File: src/rtl/pipelined_addsub.sv
// Pipelined adder/subtractor with a valid/ready handshake.
// The carry chain is split into STAGES chunks of CHUNK bits. Each stage adds
// one chunk, using the carry registered by the previous stage. The operand
// bits still to be added travel up the pipeline in shrinking skew registers,
// and the finished low sum bits travel in growing ones.
module pipelined_addsub #(
   parameter int WIDTH  = 32,
   parameter int STAGES = 4
) (
   input  logic             clk,
   input  logic             rst,
   input  logic             in_valid,
   output logic             in_ready,
   input  logic [WIDTH-1:0] a,
   input  logic [WIDTH-1:0] b,
   input  logic             cin,
   input  logic             sub,
   output logic             out_valid,
   input  logic             out_ready,
   output logic [WIDTH-1:0] sum,
   output logic             cout,
   output logic             ovf,
   output logic             zero
);

   localparam int CHUNK = WIDTH / STAGES;
   localparam int LAST  = STAGES - 1;

   logic             advance;
   logic [WIDTH-1:0] b_eff;
   logic             c0;

   // Signed overflow: both addends share a sign and the result's sign differs.
   function automatic logic ovf_f(input logic a_msb, input logic b_msb, input logic s_msb);
      return (a_msb == b_msb) && (s_msb != a_msb);
   endfunction

   // The whole pipeline moves as one unit. A stalled output freezes every stage.
   assign advance  = out_ready || !out_valid;
   // The pipeline is empty during reset, so the block reports ready.
   // Nothing is captured while rst is high, because rst wins in the valid registers.
   assign in_ready = advance || rst;

   // Subtraction is a + ~b + 1. The +1 enters as the stage-0 carry.
   assign b_eff = sub ? ~b : b;
   assign c0    = sub ? 1'b1 : cin;

   for (genvar k = 0; k < STAGES; k++) begin : g_stg
      localparam int HI = WIDTH - (k + 1) * CHUNK;
      localparam int LO = (k + 1) * CHUNK;

      logic [CHUNK-1:0] a_c;
      logic [CHUNK-1:0] b_c;
      logic             c_in;
      logic             v_in;
      logic             am_in;
      logic             bm_in;
      logic [CHUNK:0]   part;
      logic [LO-1:0]    s_in;

      logic             vld_p;
      logic             cy_p;
      logic             am_p;
      logic             bm_p;
      logic [LO-1:0]    s_p;

      assign part = {1'b0, a_c} + {1'b0, b_c} + {{CHUNK{1'b0}}, c_in};

      if (k == 0) begin : g_src
         assign a_c   = a[CHUNK-1:0];
         assign b_c   = b_eff[CHUNK-1:0];
         assign c_in  = c0;
         assign v_in  = in_valid;
         assign am_in = a[WIDTH-1];
         assign bm_in = b_eff[WIDTH-1];
         assign s_in  = part[CHUNK-1:0];
      end else begin : g_src
         assign a_c   = g_stg[k-1].g_hi.a_hi_p[CHUNK-1:0];
         assign b_c   = g_stg[k-1].g_hi.b_hi_p[CHUNK-1:0];
         assign c_in  = g_stg[k-1].cy_p;
         assign v_in  = g_stg[k-1].vld_p;
         assign am_in = g_stg[k-1].am_p;
         assign bm_in = g_stg[k-1].bm_p;
         assign s_in  = {part[CHUNK-1:0], g_stg[k-1].s_p};
      end

      if (HI > 0) begin : g_hi
         logic [HI-1:0] a_hi_p;
         logic [HI-1:0] b_hi_p;

         if (k == 0) begin : g_cap
            // Capture the operand chunks that later stages still have to add.
            always_ff @(posedge clk) begin
               if (advance) begin
                  a_hi_p <= a[WIDTH-1:CHUNK];
                  b_hi_p <= b_eff[WIDTH-1:CHUNK];
               end
            end
         end else begin : g_cap
            // Pass the remaining operand chunks along and drop the chunk consumed here.
            always_ff @(posedge clk) begin
               if (advance) begin
                  a_hi_p <= g_stg[k-1].g_hi.a_hi_p[HI+CHUNK-1:CHUNK];
                  b_hi_p <= g_stg[k-1].g_hi.b_hi_p[HI+CHUNK-1:CHUNK];
               end
            end
         end
      end

      // Stage valid bit: cleared by reset, shifted on advance.
      always_ff @(posedge clk) begin
         if (rst) begin
            vld_p <= 1'b0;
         end else if (advance) begin
            vld_p <= v_in;
         end
      end

      // The chunk carry, the partial sum and the operand sign bits move with the operation.
      always_ff @(posedge clk) begin
         if (advance) begin
            cy_p <= part[CHUNK];
            am_p <= am_in;
            bm_p <= bm_in;
            s_p  <= s_in;
         end
      end
   end

   // Result flags are gated by out_valid, so all outputs read as zero after reset.
   assign out_valid = g_stg[LAST].vld_p;
   assign sum       = out_valid ? g_stg[LAST].s_p : '0;
   assign cout      = out_valid && g_stg[LAST].cy_p;
   assign ovf       = out_valid && ovf_f(g_stg[LAST].am_p, g_stg[LAST].bm_p,
                                         g_stg[LAST].s_p[WIDTH-1]);
   assign zero      = out_valid && (g_stg[LAST].s_p == '0);

endmodule

File: config.mk
export PLATFORM = sky130hd
export DESIGN_NAME = pipelined_addsub
export DESIGN_NICKNAME = d
export VERILOG_FILES = /design/src/rtl/pipelined_addsub.sv
export SDC_FILE = /design/constraint.sdc
export NUM_CORES = 1
export LEC_CHECK = 0
export ABC_AREA = 1
export CAP_MARGIN = 20
export CORE_ASPECT_RATIO = 0.9
export CORE_MARGIN = 2
export CORE_UTILIZATION = 55
export DETAILED_ROUTE_END_ITERATION = 10
export GPL_TIMING_DRIVEN = 0
export PLACE_DENSITY = 0.8
export SKIP_CTS_REPAIR_TIMING = 1
export SYNTH_ARGS = -nofsm -noshare
export SYNTH_HDL_FRONTEND = slang
export SYNTH_SLANG_ARGS = --single-unit
File: constraint.sdc
create_clock -name clk -period 5 [get_ports clk]
set_input_delay 1 -clock clk [delete_from_list [all_inputs] [get_ports clk]]
set_output_delay 1 -clock clk [all_outputs]
set_load 0.005 [all_outputs]
* After elaboration in Yosys (flattened, before gate mapping)
Cells that the tools add are included.
** Storage, ports and cells
- Flip-flop bits (word level) :: 192
- Input port bits :: 70
** Cells by class
- Add/subtract/negate cells :: 8
- Bitwise logic cells :: 1
- Multiplexer cells :: 3
- Equality and inequality tests :: 2
- Reduce and logical (&&, ||, !) cells :: 8
** Operator list (number)
- 32-bit two-way mux :: 2
- 8-bit by 8-bit adder with 9-bit output :: 4
- 9-bit by 1-bit adder with 9-bit output :: 4
- 32-bit zero test :: 1
- 32-bit inverter :: 1
- 1-bit logical AND :: 4
- 1-bit logical OR :: 2
- 1-bit == test :: 1
- 1-bit zero test :: 1
- 1-bit two-way mux :: 1
- 1-bit != test :: 1

* Depth between registers and ports, before layout
- Word-level depth :: 4
- Mapped depth :: 13
- Mapped depth without buffers :: 11

* Worst setup path before layout
No wires, ideal clock.
- Path type :: input to output
- From :: input port out_ready
- To :: output port in_ready
- Path slack :: 0.706 ns
- Buffers on the path :: 0
- Cell stages on the path :: 3
- Arrival time :: 3.294 ns
- Cells stage by stage :: nor2_4 > inv_2 > or2_1
** On the way
- Longest elaborated chain between the ends :: 2
** Ends and longest elaborated chain
- from (decl) :: line 19 : input logic out_ready,
- 1-bit logical OR :: line 39 : assign advance = out_ready || !out_valid;
- named net advance :: line 29 : logic advance;
- 1-bit logical OR :: line 42 : assign in_ready = advance || rst;
- to (decl) :: line 13 : output logic in_ready,
The timed path passes the listed nets, and every way through them passes these cells.

* Worst setup path after layout
Same ends and word-level chain as after synthesis.

==> results.yml <==
outcome:
  outcome: "complete, no violations"
grt:
  grt-busiest-layer: "met2"
  antenna_found_initial: 0
  grt_pass1_vias: 4350
  use_met3_pct: 5.636
  grt_overflow_total: 0
  grt_usage_pct: 17.65
  grt_util_met2_pct: 29.96
  use_met1_pct: 20.40
  grt_first_pass_wirelength_um: 19930
  grt_max_degree: 99
setup_path:
  r2r_setup_slack_ns: 2.86
  crit_arrival_ns: 2.69
  critPathSlowestCell: "clkdlybuf4s50_1"
  r2r-start: "g_stg[1].cy_p"
  r2r-end: "g_stg[2].cy_p"
  crit_family: "buffers and inverters"
  crit_fanout: 89
  path_buf_inv: 3
  worstSetupPathType: "primary input to output port"
  worstSetupEndpointType: "output port"
  slowest_delay_ns: 0.51
  path_cells: "clkdlybuf4s50_1 > nor2_4 > inv_8 > or2_1 > clkdlybuf4s50_1"
  critPathLaunchType: "primary input"
  crit_top_cell: "clkdlybuf4s50_1"
  critPathRequiredTime_ns: 4.00
  reg2reg_depth: 8
floorplanning:
  die_area_um2: 15120
  rows: 41
  io_pins: 107
  fp.dieW_um: 129.4
  core_area_um2: 13900
  start_util_pct: 55.98
  die-height_um: 116.9
synthesis:
  synth-edff-count: 182
  synthDistinctLibCells: 21
  yosys_warnings: 0
  syn-cell-area_um2: 7782
  syn_nets: 695
  yosys.area.top_type: "edfxtp_1"
  synthCells: 589
  yosysSeqAreaShare_pct: 71.25
  synthFlopType: "edfxtp_1"
  avgSynthCellArea_um2: 13.21
  yosysMostFrequentCell: "edfxtp_1"
  async_flop_share_pct: 0
  yosys.area.top_type_share_pct: 70.23
  synth_area_leaders: "edfxtp_1 (70%), nand2_1 (7.0%), ha_1 (4.5%), inv_1 (3.8%), xor2_1 (3.7%)"
  ys_top_cells_by_count: "edfxtp_1 (182), nand2_1 (146), inv_1 (79)"
  ys_ff_latch: 186
placement:
  gp_congestion: 0.8871
  numPortBuffers: 105
  dp_cells: 888
  placed_cell_area_um2: 9110
  post-place-ws_ns: 1.265
  dp_hpwl_um: 8782
cts:
  cts_buffers: 17
  clkSlewWorstSetupHoldPaths_ns: 0.06
  clock_latency_ns: 0.41
  cts_tree: "built"
  clockBufferDepth: 2
  root_buffer: "clkbuf_16"
  cts_sinks: 186
  cts.htree.levels: 4
timing:
  tightestPinTransition_ns: 0.5975
  relSlewSlack_pct: 60.16
  fin_crit_sh_pct: 73.80
  finalHoldViolations: 0
  rsz0062_at_grt: "no"
  setup-violations-final: 0
  fin_crit_ns: 3.690
  worst_slack_ns: 1.310
  max_clock_freq_ghz: 0.2710
  clock-skew-final_ns: 0.007702
  fin_setup_tns_ns: 0
  drv_slew: 0
final_layout:
  area_growth_syn_to_layout_pct: 24.34
  nets: 820
  post-route-util_pct: 69.61
  fin_area_um2: 9677
  antenna_cells: 0
  drive_gt1_share_pct: 5.096
  layout.cells.non_filler: 919
detailed_routing:
  vias: 4415
  viasPerCell: 4.804
  routedWlPerCell_um: 13.82
  wl_um: 12700
  antenna_left: 0
  dr.pass1.iters: 5
  drcViolationCount: 0
  first_iter_violations: 328
power:
  power_switching_mw: 0.8775
  powerDensity_nw_per_um2: 409.3
  seq_power_share_pct: 55.5
  p_sw_share_pct: 22.15
  power.share.combinational_pct: 11.9
  ir_worst_vdd_mv: 0.2628
  power.leakage_nw: 4.180
  p_clk_share_pct: 32.7
  p_int_mw: 3.084
worst_hold_path:
  min_to: "g_stg[1].g_hi.b_hi_p[3]"
  hold_path.class: "flip-flop to flip-flop"
  min_from: "g_stg[0].g_hi.b_hi_p[11]"
  whs_path_depth: 0
job:
  maxCapViolations: 0
[worst max path at each step]
| stage | startpoint | to | cells past startpoint |
|---|---|---|---|
| after floorplan | out_ready | in_ready | 3 |
| after global placement | out_ready | in_ready | 5 |
| after detailed placement | out_ready | in_ready | 5 |
| after CTS | out_ready | in_ready | 5 |
| after global routing | out_ready | in_ready | 5 |
| final | out_ready | in_ready | 5 |
[cell families after synthesis]
| family | count (synthesis) | synth area share (%) |
|---|---|---|
| fa+ha+maj | 36 | 6.559 |
| simple gates | 216 | 11.50 |
| buf+inv | 89 | 4.550 |
| flops | 186 | 71.25 |
| compound gates | 18 | 1.190 |
| xor+xnor | 44 | 4.952 |
[power groups by stage]
stage / logic (mW) / registers (mW) / clock network (mW)
2_1_floorplan: 0.307 / 2.19 / 0
3_3_place_gp: 0.432 / 2.21 / 0
3_5_place_dp: 0.462 / 2.23 / 0
4_1_cts: 0.469 / 2.20 / 1.32
5_1_grt: 0.533 / 2.23 / 1.38
6_report: 0.469 / 2.20 / 1.29
[layout make-up]
class                   instances  area, um2
plain buffers                   8      50.05
fillers                       965       4225
inverters                      81      311.5
clock inverters                10      126.4
repair buffers                106       1079
flip-flops and latches        186       5545
clock buffers                  21      440.4
multi-input cells             314       1883
well taps                     193      241.5
[state kept, by name (all words and copies together), names as in the netlist]
signal and count:
out_valid 1, g_stg.g_hi.b_hi_p 48, g_stg.g_hi.a_hi_p 48, g_stg.vld_p 3, g_stg.am_p 1, g_stg.s_p 80
g_stg.cy_p 4, g_stg.bm_p 1
[through the flow]
| step | power, mW | hold WS [ns] |
|---|---|---|
| after floorplan | 2.499 | 0.4003 |
| after global placement | 2.646 | 0.4012 |
| after detailed placement | 2.693 | 0.4045 |
| after CTS | 3.986 | 0.4158 |
| after global routing | 4.149 | 0.4218 |
| final | 3.961 | 0.4100 |
[worst register-to-register path: cells and delay by family, from the launching register on]
family	cells	cell delay, ns
adder cells (fa/ha/maj)	2	0.91
AND/OR/NAND/NOR	6	0.56
flip-flops	1	0.40
[per-layer routing]
metal / up-vias / part of all wire, %
met4: 0 / 2.0
met1: 2050 / 40
met5: - / 0
li1: 2205 / -
met2: 139 / 51
met3: 21 / 6.4
[layout by cell type, fill, tap and decap left out, drive strengths merged]
| master | instances |
|---|---|
| a211oi | 1 |
| a21oi | 16 |
| buf | 9 |
| bufinv | 3 |
| clkbuf | 21 |
| clkdlybuf4s50 | 105 |
| clkinv | 6 |
| clkinvlp | 1 |
| dfxtp | 4 |
| edfxtp | 182 |
| fa | 8 |
| ha | 28 |
| inv | 81 |
| nand2 | 146 |
| nand3 | 19 |
| nand3b | 6 |
| nor2 | 32 |
| nor3 | 2 |
| o21ai | 1 |
| or2 | 11 |
| xnor2 | 11 |
| xor2 | 33 |
(Power assumes the default switching activity.)
